==> config.mk <==
export PLATFORM = sky130hd
export DESIGN_NAME = cascade_rdseq_flat
export DESIGN_NICKNAME = d
export VERILOG_FILES = /design/src/rtl/cascade_rdseq_if.sv /design/src/rtl/cascade_rdseq.sv /design/src/flat_wrapper.sv
export SDC_FILE = /design/constraint.sdc
export NUM_CORES = 1
export LEC_CHECK = 0
export CAP_MARGIN = 20
export CORE_MARGIN = 8
export CORE_UTILIZATION = 54
export DETAILED_ROUTE_END_ITERATION = 7
export PLACE_DENSITY = 0.85
export SYNTH_ARGS = -nofsm -noshare
export SYNTH_HDL_FRONTEND = slang
export SYNTH_SLANG_ARGS = --single-unit
==> constraint.sdc <==
create_clock -name clk -period 4.6 [get_ports clk]
set_clock_uncertainty 0.1 [all_clocks]
set_input_delay 0.92 -clock clk [delete_from_list [all_inputs] [get_ports clk]]
set_output_delay 0.92 -clock clk [all_outputs]
set_load 0.005 [all_outputs]
==> src/rtl/cascade_rdseq_if.sv <==
// Buffer-read and downstream-stream signal bundle for the FFT cascade read sequencer.
// master = sequencer side, slave = buffer/downstream side.
interface cascade_rdseq_if #(
    parameter int unsigned ADDR_WIDTH = 9,
    parameter int unsigned DATA_WIDTH = 32
);
    logic                          buf_ready;
    logic [ADDR_WIDTH-1:0]         buf_rdaddr;
    logic signed [DATA_WIDTH-1:0]  buf_Re;
    logic signed [DATA_WIDTH-1:0]  buf_Im;
    logic                          buf_rdack;
    logic signed [DATA_WIDTH-1:0]  out_Re;
    logic signed [DATA_WIDTH-1:0]  out_Im;
    logic                          out_valid;
    logic                          out_sop;
    logic                          out_eop;
    logic                          out_ready;
    logic                          busy;
    logic [15:0]                   frame_cnt;

    modport master (
        input  buf_ready, buf_Re, buf_Im, out_ready,
        output buf_rdaddr, buf_rdack, out_Re, out_Im, out_valid, out_sop, out_eop,
               busy, frame_cnt
    );

    modport slave (
        output buf_ready, buf_Re, buf_Im, out_ready,
        input  buf_rdaddr, buf_rdack, out_Re, out_Im, out_valid, out_sop, out_eop,
               busy, frame_cnt
    );
endinterface

==> src/rtl/cascade_rdseq.sv <==
// Read sequencer for the bit-reversal ping-pong buffer: sweeps one frame out of the
// buffer and streams it downstream through a 2-entry skid FIFO, then acks the buffer.
module cascade_rdseq #(
    parameter int unsigned ADDR_WIDTH = 9,
    parameter int unsigned DATA_WIDTH = 32
) (
    input  logic             clk,
    input  logic             aclr_n,
    cascade_rdseq_if.master  io
);
    localparam logic [ADDR_WIDTH-1:0] ADDR_LAST = {ADDR_WIDTH{1'b1}};

    typedef enum logic [1:0] {S_IDLE, S_READ, S_DRAIN, S_ACK} state_t;

    typedef struct packed {
        logic                         sop;
        logic                         eop;
        logic signed [DATA_WIDTH-1:0] re;
        logic signed [DATA_WIDTH-1:0] im;
    } word_t;

    state_t                r_state;
    state_t                w_next;
    logic [ADDR_WIDTH-1:0] r_addr;
    logic                  r_infl;
    logic                  r_infl_sop;
    logic                  r_infl_eop;
    word_t                 r_head;
    word_t                 r_skid;
    logic                  r_head_vld;
    logic                  r_skid_vld;
    logic                  r_rdack;
    logic                  r_busy;
    logic [15:0]           r_frame_cnt;
    logic                  w_pop;
    logic                  w_issue;
    logic [1:0]            w_occ;
    word_t                 w_push;

    // Occupancy counts the word still in the buffer's read pipe so the skid never overflows.
    assign w_pop   = r_head_vld && io.out_ready;
    assign w_occ   = 2'(r_head_vld) + 2'(r_skid_vld) + 2'(r_infl) - 2'(w_pop);
    assign w_issue = (r_state == S_READ) && (w_occ < 2'd2);
    assign w_push  = '{sop: r_infl_sop, eop: r_infl_eop, re: io.buf_Re, im: io.buf_Im};

    always_ff @(posedge clk or negedge aclr_n) begin
        if (!aclr_n) r_state <= S_IDLE;
        else         r_state <= w_next;
    end

    always_comb begin
        w_next = r_state;
        case (r_state)
            S_IDLE:  if (io.buf_ready) w_next = S_READ;
            S_READ:  if (w_issue && (r_addr == ADDR_LAST)) w_next = S_DRAIN;
            S_DRAIN: if (w_pop && r_head.eop) w_next = S_ACK;
            S_ACK:   w_next = S_IDLE;
            default: w_next = S_IDLE;
        endcase
    end

    // Address counter and one-deep read pipe tracking the word the buffer returns next cycle.
    always_ff @(posedge clk or negedge aclr_n) begin
        if (!aclr_n) begin
            r_addr     <= '0;
            r_infl     <= 1'b0;
            r_infl_sop <= 1'b0;
            r_infl_eop <= 1'b0;
        end else begin
            if (r_state == S_IDLE && w_next == S_READ)
                r_addr <= '0;
            else if (w_issue && r_addr != ADDR_LAST)
                r_addr <= r_addr + ADDR_WIDTH'(1);
            r_infl     <= w_issue;
            r_infl_sop <= (r_addr == '0);
            r_infl_eop <= (r_addr == ADDR_LAST);
        end
    end

    // Two-entry skid FIFO; the head register drives the downstream outputs directly.
    always_ff @(posedge clk or negedge aclr_n) begin
        if (!aclr_n) begin
            r_head     <= '0;
            r_skid     <= '0;
            r_head_vld <= 1'b0;
            r_skid_vld <= 1'b0;
        end else if (w_pop || !r_head_vld) begin
            if (r_skid_vld) begin
                r_head     <= r_skid;
                r_head_vld <= 1'b1;
                r_skid_vld <= r_infl;
                if (r_infl) r_skid <= w_push;
            end else begin
                r_head_vld <= r_infl;
                if (r_infl) r_head <= w_push;
            end
        end else if (r_infl) begin
            r_skid     <= w_push;
            r_skid_vld <= 1'b1;
        end
    end

    always_ff @(posedge clk or negedge aclr_n) begin
        if (!aclr_n) begin
            r_rdack     <= 1'b0;
            r_busy      <= 1'b0;
            r_frame_cnt <= '0;
        end else begin
            r_rdack <= (w_next == S_ACK);
            r_busy  <= (w_next != S_IDLE);
            if (w_next == S_ACK) r_frame_cnt <= r_frame_cnt + 16'd1;
        end
    end

    assign io.buf_rdaddr = r_addr;
    assign io.buf_rdack  = r_rdack;
    assign io.out_Re     = r_head.re;
    assign io.out_Im     = r_head.im;
    assign io.out_valid  = r_head_vld;
    assign io.out_sop    = r_head.sop;
    assign io.out_eop    = r_head.eop;
    assign io.busy       = r_busy;
    assign io.frame_cnt  = r_frame_cnt;
endmodule

==> src/flat_wrapper.sv <==
// flat-port wrapper written by rule: the top's interface ports become plain ports
module cascade_rdseq_flat 
#(
    parameter int unsigned ADDR_WIDTH = 9,
    parameter int unsigned DATA_WIDTH = 32
)
  (clk, aclr_n, io_buf_ready, io_buf_Re, io_buf_Im, io_out_ready, io_buf_rdaddr, io_buf_rdack, io_out_Re, io_out_Im, io_out_valid, io_out_sop, io_out_eop, io_busy, io_frame_cnt);
  cascade_rdseq_if #(.ADDR_WIDTH(ADDR_WIDTH), .DATA_WIDTH(DATA_WIDTH)) io_i ();
  input  logic clk;
  input  logic aclr_n;
  input wire logic [$bits(io_i.buf_ready)-1:0] io_buf_ready;
  input wire logic [$bits(io_i.buf_Re)-1:0] io_buf_Re;
  input wire logic [$bits(io_i.buf_Im)-1:0] io_buf_Im;
  input wire logic [$bits(io_i.out_ready)-1:0] io_out_ready;
  output wire logic [$bits(io_i.buf_rdaddr)-1:0] io_buf_rdaddr;
  output wire logic [$bits(io_i.buf_rdack)-1:0] io_buf_rdack;
  output wire logic [$bits(io_i.out_Re)-1:0] io_out_Re;
  output wire logic [$bits(io_i.out_Im)-1:0] io_out_Im;
  output wire logic [$bits(io_i.out_valid)-1:0] io_out_valid;
  output wire logic [$bits(io_i.out_sop)-1:0] io_out_sop;
  output wire logic [$bits(io_i.out_eop)-1:0] io_out_eop;
  output wire logic [$bits(io_i.busy)-1:0] io_busy;
  output wire logic [$bits(io_i.frame_cnt)-1:0] io_frame_cnt;
  assign io_i.buf_ready = io_buf_ready;
  assign io_i.buf_Re = io_buf_Re;
  assign io_i.buf_Im = io_buf_Im;
  assign io_i.out_ready = io_out_ready;
  assign io_buf_rdaddr = io_i.buf_rdaddr;
  assign io_buf_rdack = io_i.buf_rdack;
  assign io_out_Re = io_i.out_Re;
  assign io_out_Im = io_i.out_Im;
  assign io_out_valid = io_i.out_valid;
  assign io_out_sop = io_i.out_sop;
  assign io_out_eop = io_i.out_eop;
  assign io_busy = io_i.busy;
  assign io_frame_cnt = io_i.frame_cnt;
  cascade_rdseq #(.ADDR_WIDTH(ADDR_WIDTH), .DATA_WIDTH(DATA_WIDTH)) u_core (.clk(clk), .aclr_n(aclr_n), .io(io_i));
endmodule
## Word level (Yosys, flattened, before mapping)

Index checks and enable logic that the tools add are counted.
W data, S select, Z words.

- Reductions and logical operators: 15
- Add/sub/neg operators: 5
- Equality and inequality tests: 8
- Order comparisons: 1
- Multiplexer cells: 15

Operators with widths:

| kind | count |
|---|---|
| $mux W66 | 5 |
| $mux W9 | 2 |
| $add A16 B1 Y16 const B | 1 |
| $add A9 B1 Y9 const B | 1 |
| $eq A9 B9 Y1 const B | 1 |
| $logic_not A9 Y1 | 1 |
| $ne A9 B9 Y1 const B | 1 |
| $pmux W2 S4 | 1 |
| $reduce_bool A2 Y1 | 4 |
| $eq A2 B2 Y1 const B | 3 |
| $logic_and A1 B1 Y1 | 6 |
| $mux W2 | 3 |
| $eq A2 B1 Y1 const B | 2 |
| $mux W1 | 4 |
| $add A1 B1 Y2 | 1 |
| $add A2 B1 Y2 | 1 |
| $logic_not A2 Y1 | 1 |
| $lt A2 B2 Y1 const B | 1 |
| $ne A2 B1 Y1 const B | 1 |
| $reduce_and A2 Y1 | 1 |
| $sub A2 B1 Y2 | 1 |
| $logic_not A1 Y1 | 1 |
| $logic_or A1 B1 Y1 | 1 |

- Input bits: 68
- Register bits after elaboration: 166

## Longest topological paths before layout

- Depth after elaboration: 11
- Depth in mapped cells: 9
- Gate-level depth less buffers: 8

## Worst setup path before layout

OpenSTA, ideal clock, no wires.

- Kind: input-to-reg
- Start point: in io_out_ready
- End point: reg u_core.r_addr[1], in the netlist u_core.io.buf_rdaddr[1]
- Path slack: 1.826 ns
- Setup time: 0.125 ns
- Data arrival time: 2.549 ns
- Stages: 9
- Buffers on the path: 1
- Path through: and2_1 -> ha_1 -> inv_1 -> ha_1 -> a21oi_2 -> mux2i_1 -> buf_4 -> mux2i_1 -> nor2_1

- Word-level cells in the longest chain between the ends: 10
- Elaborated cells between the ends (all ways): 14
- Classes of those cells: 1 x add/sub; 1 x order compare; 1 x eq/ne; 4 x mux; 7 x reduce/logical

Ends and longest elaborated chain:

| what | line | source |
|---|---|---|
| from (decl) | flat_wrapper.sv:14 | `input wire logic [$bits(io_i.out_ready)-1:0] io_out_ready;` |
| $logic_and A1 B1 Y1 (*) | cascade_rdseq.sv:41 | `assign w_pop = r_head_vld && io.out_ready;` |
| $sub A2 B1 Y2 | cascade_rdseq.sv:42 | `assign w_occ = 2'(r_head_vld) + 2'(r_skid_vld) + 2'(r_infl) - 2'(w_pop);` |
| $lt A2 B2 Y1 | cascade_rdseq.sv:43 | `assign w_issue = (r_state == S_READ) && (w_occ < 2'd2);` |
| $logic_and A1 B1 Y1 | cascade_rdseq.sv:43 |  |
| $logic_and A1 B1 Y1 | cascade_rdseq.sv:55 | `S_READ: if (w_issue && (r_addr == ADDR_LAST)) w_next = S_DRAIN;` |
| $mux W2 | cascade_rdseq.sv:55 |  |
| $pmux W2 S4 | cascade_rdseq.sv:53 | `case (r_state)` |
| $eq A2 B1 Y1 | cascade_rdseq.sv:70 | `if (r_state == S_IDLE && w_next == S_READ)` |
| $logic_and A1 B1 Y1 | cascade_rdseq.sv:70 |  |
| $mux W9 or $reduce_bool A2 Y1 (tied branches) | - |  |
| to (signal assigned) | cascade_rdseq.sv:73 | `r_addr <= r_addr + ADDR_WIDTH'(1);` |
| to (decl) | cascade_rdseq.sv:24 | `logic [ADDR_WIDTH-1:0] r_addr;` |

Every way passes the cells marked *; elsewhere a longest branch is shown, timed or not.
A chain may end at the register's enable or synchronous reset.

## Final worst setup path

- Start point: in io_out_ready
- End point: reg u_core.r_addr[5], in the netlist u_core.io.buf_rdaddr[5]

Same word-level chain as after synthesis.

==> impl_metrics.env <==
export IMPL_synth_most_common_cell="dfrtp_1"
export IMPL_io_pins=162
export IMPL_grt_pass1_wl_mm=26.7
export IMPL_synthesis_area_mm2=0.00706
export IMPL_wirelength_mm=16.6
export IMPL_fp_row_count=41
export IMPL_dp_hpwl_mm=11.2
export IMPL_synth_seq_cells=166
export IMPL_die_w_um=130
export IMPL_dieArea_mm2=0.0170
export IMPL_cts_made_buffers=17
export IMPL_required_ps=4840
export IMPL_clk_latency_ps=420
export IMPL_p_switching_uw=2140
export IMPL_grt_max_degree=118
export IMPL_h_tree_depth=4
export IMPL_diodes=0
export IMPL_drt_pass1_iterations=6
export IMPL_synth_nets=652
export IMPL_r2r_start="u_core.io.buf_rdaddr[1]"
export IMPL_p_seq_share_pct=37.7
export IMPL_core_area_mm2=0.0127
export IMPL_synth_top_area_cell="dfrtp_1"
export IMPL_post_cts_resized=0
export IMPL_synthToLayoutAreaGrowth_pct=34.2
export IMPL_fin_ws_ps=1600
export IMPL_holdWs_ps=292
export IMPL_rsz0062_at_grt="false"
export IMPL_synth_edf_count=0
export IMPL_synth_commonest_cells="dfrtp_1 (166), nor2_1 (77), a21oi_1 (70), mux2i_1 (69), mux2_2 (62)"
export IMPL_hold_buffers=0
export IMPL_synth_top_area_share_pct=58.8
export IMPL_start_util_pct=55.5
export IMPL_ys_async_sr_fraction_pct=100
export IMPL_reg2reg_depth=9
export IMPL_status="completed"
export IMPL_hp_class="in -> async"
export IMPL_layout_drive_gt1_share_pct=14.1
export IMPL_worst_pin_slew_ps=912
export IMPL_final_fill_count=880
export IMPL_synth_cell_types=40
export IMPL_overflow=0
export IMPL_p_int_uw=4530
export IMPL_die_y_um=130
export IMPL_dp_slack_ps=1160
export IMPL_wl_per_cell_um=18.2
export IMPL_synth_flop_cell="dfrtp_1"
export IMPL_critical_path_class="in -> reg"
export IMPL_grt_pass1_vias=5324
export IMPL_drtIter0Drc=523
export IMPL_layout_nets=807
export IMPL_synth_warnings=0
export IMPL_arrival_ps=3240
export IMPL_p_clk_share_pct=21.8
export IMPL_leakage_uw=0.00411
export IMPL_setup_viol=0
export IMPL_clk_pin_slew_worst_paths_ps=60
export IMPL_worstPathMaxFanout=15
export IMPL_synthCells=578
export IMPL_timing_setup_tns_ps=0
export IMPL_placed_cells=884
export IMPL_period_needed_ps=3000
export IMPL_final_instance_count_excl_fill=916
export IMPL_power_density_mw_per_mm2=704
export IMPL_r2r_end="u_core.io.buf_rdaddr[5]"
export IMPL_crit_path_end_kind="flip-flop"
export IMPL_post_synth_cell_area_avg_um2=12.2
export IMPL_max_cap_viol_count=0
export IMPL_cts_tree="built"
export IMPL_cts_sinks=166
export IMPL_port_buffers=161
export IMPL_cp_start_kind="input pin"
export IMPL_vias_per_cell=5.48
export IMPL_antenna_found_initial=0
export IMPL_cts_root_buf="clkbuf_16"
export IMPL_postCtsSetupRepairBufs=0
export IMPL_ir_worst_vdd_mv=0.433
export IMPL_drv_slew=0
export IMPL_place_gp_congestion=0.813
export IMPL_max_freq_mhz=333
export IMPL_grtUsageTotal_pct=20.4
export IMPL_hold_viol_final=0
export IMPL_ctsLongestPathBuffers=2
export IMPL_p_comb_share_pct=40.5
export IMPL_relSlewSlack_pct=39.1
export IMPL_fin_crit_sh_pct=65.2
export IMPL_via_count=5018
export IMPL_p_sw_share_pct=32.1
export IMPL_drc=0
export IMPL_yosysSeqAreaShare_pct=58.8
export IMPL_postRouteAntennaNets=0
export IMPL_worst_r2r_setup_slack_ps=2070
export IMPL_ys_top_cells_by_area="dfrtp_1 (59%), mux2_2 (9.9%), mux2i_1 (9.8%), a21oi_1 (5.0%), nor2_1 (4.1%)"
## stage by stage
step	util, %	power, uW	area [um^2]
global route	74.5	7100	9480
floorplan	-	4060	7060
detailed placement	69.3	5220	8820
global placement	69.3	5070	8820
finish	74.5	6670	9480
CTS	74.1	6720	9420
## routing by layer
layer | up-vias | share of wire, % | routed length (um) | GRT usage, %
met5 | - | 0 | 0 | 0
met4 | 0 | 2.0 | 340 | 7.97
met3 | 30 | 8.4 | 1400 | 8.04
met2 | 168 | 49 | 8130 | 32.9
met1 | 2487 | 41 | 6770 | 24.0
li1 | 2333 | - | - | -
## final cells by class
type	instances	area [um^2]	area share [%]
clock buffer	20	447	4.71
clock inverter	10	155	1.64
sequential	166	4160	43.9
timing repair buffer	169	1750	18.5
tap	172	215	2.27
inverter	8	30.0	0.317
multi-input combinational	371	2720	28.7
## flip-flops by register name, indices dropped and copies added, names as in the netlist
name / count
u_core.r_infl_sop: 1
u_core.r_infl_eop: 1
u_core.io.out_eop: 1
u_core.io.buf_rdaddr: 9
u_core.io.busy: 1
u_core.io.out_Im: 32
u_core.io.buf_rdack: 1
u_core.io.out_Re: 32
u_core.r_state: 2
u_core.io.frame_cnt: 16
u_core.r_infl: 1
u_core.r_skid: 66
u_core.io.out_valid: 1
u_core.r_skid_vld: 1
u_core.io.out_sop: 1
## power by group through the flow
| stage | registers, uW | logic (uW) | clock network [uW] |
|---|---|---|---|
| 2_1_floorplan | 2450 | 1610 | 0 |
| 3_3_place_gp | 2490 | 2590 | 0 |
| 3_5_place_dp | 2520 | 2700 | 0 |
| 4_1_cts | 2510 | 2720 | 1480 |
| 5_1_grt | 2590 | 2960 | 1540 |
| 6_report | 2520 | 2700 | 1460 |
## cells in the final DEF (no fill, tap or decap), types with 2 or more instances in the layout
cell and n:
ha_1 6, or4_1 2, buf_4 3, clkbuf_16 17
inv_1 8, and2_1 2, xnor2_1 12, clkbuf_1 2
nor2_1 76, bufinv_16 4, clkinvlp_4 2, nand3_1 7
and3_1 4, o211ai_1 2, nand2_1 13, buf_16 2
nor3_1 2, buf_12 3, mux2_2 62, o31ai_1 4
nand4_1 11, mux2i_1 69, a21oi_1 70, clkinv_2 4
nor4_1 2, mux2_1 4, and4b_1 2, dfrtp_1 165
xor2_1 5, clkdlybuf4s50_1 160
## kinds of logic (layout without fill, tap and decap cells)
kind of cell | count (synthesis) | after routing | share of synthesized area [%]
and+or+nand+nor | 129 | 129 | 8.45
muxes | 135 | 135 | 20.3
xor gates and xnor gates | 17 | 17 | 2.11
buffers and inverters | 41 | 207 | 2.83
AOI/OAI and AO/OA | 84 | 84 | 6.43
DFF | 166 | 166 | 58.8
adders and majority gates | 6 | 6 | 1.06
## worst max-delay path by stage
stage                     cells after the start    startpoint                      end
after floorplan                               9  io_out_ready  u_core.io.buf_rdaddr[1]
after global placement                       10  io_out_ready  u_core.io.buf_rdaddr[5]
after detailed placement                     10  io_out_ready  u_core.io.buf_rdaddr[5]
after CTS                                    10  io_out_ready  u_core.io.buf_rdaddr[5]
after global routing                         10  io_out_ready  u_core.io.buf_rdaddr[5]
final                                        10  io_out_ready  u_core.io.buf_rdaddr[5]
## worst max-delay path: stages
cell and delay (ps):
clkdlybuf4s50_1 450, and2_1 160, ha_1 270, inv_1 50
ha_1 280, a21oi_2 190, mux2i_1 100, buf_4 200
or4_1 440, a21oi_1 190
(Power assumes the default switching activity.)
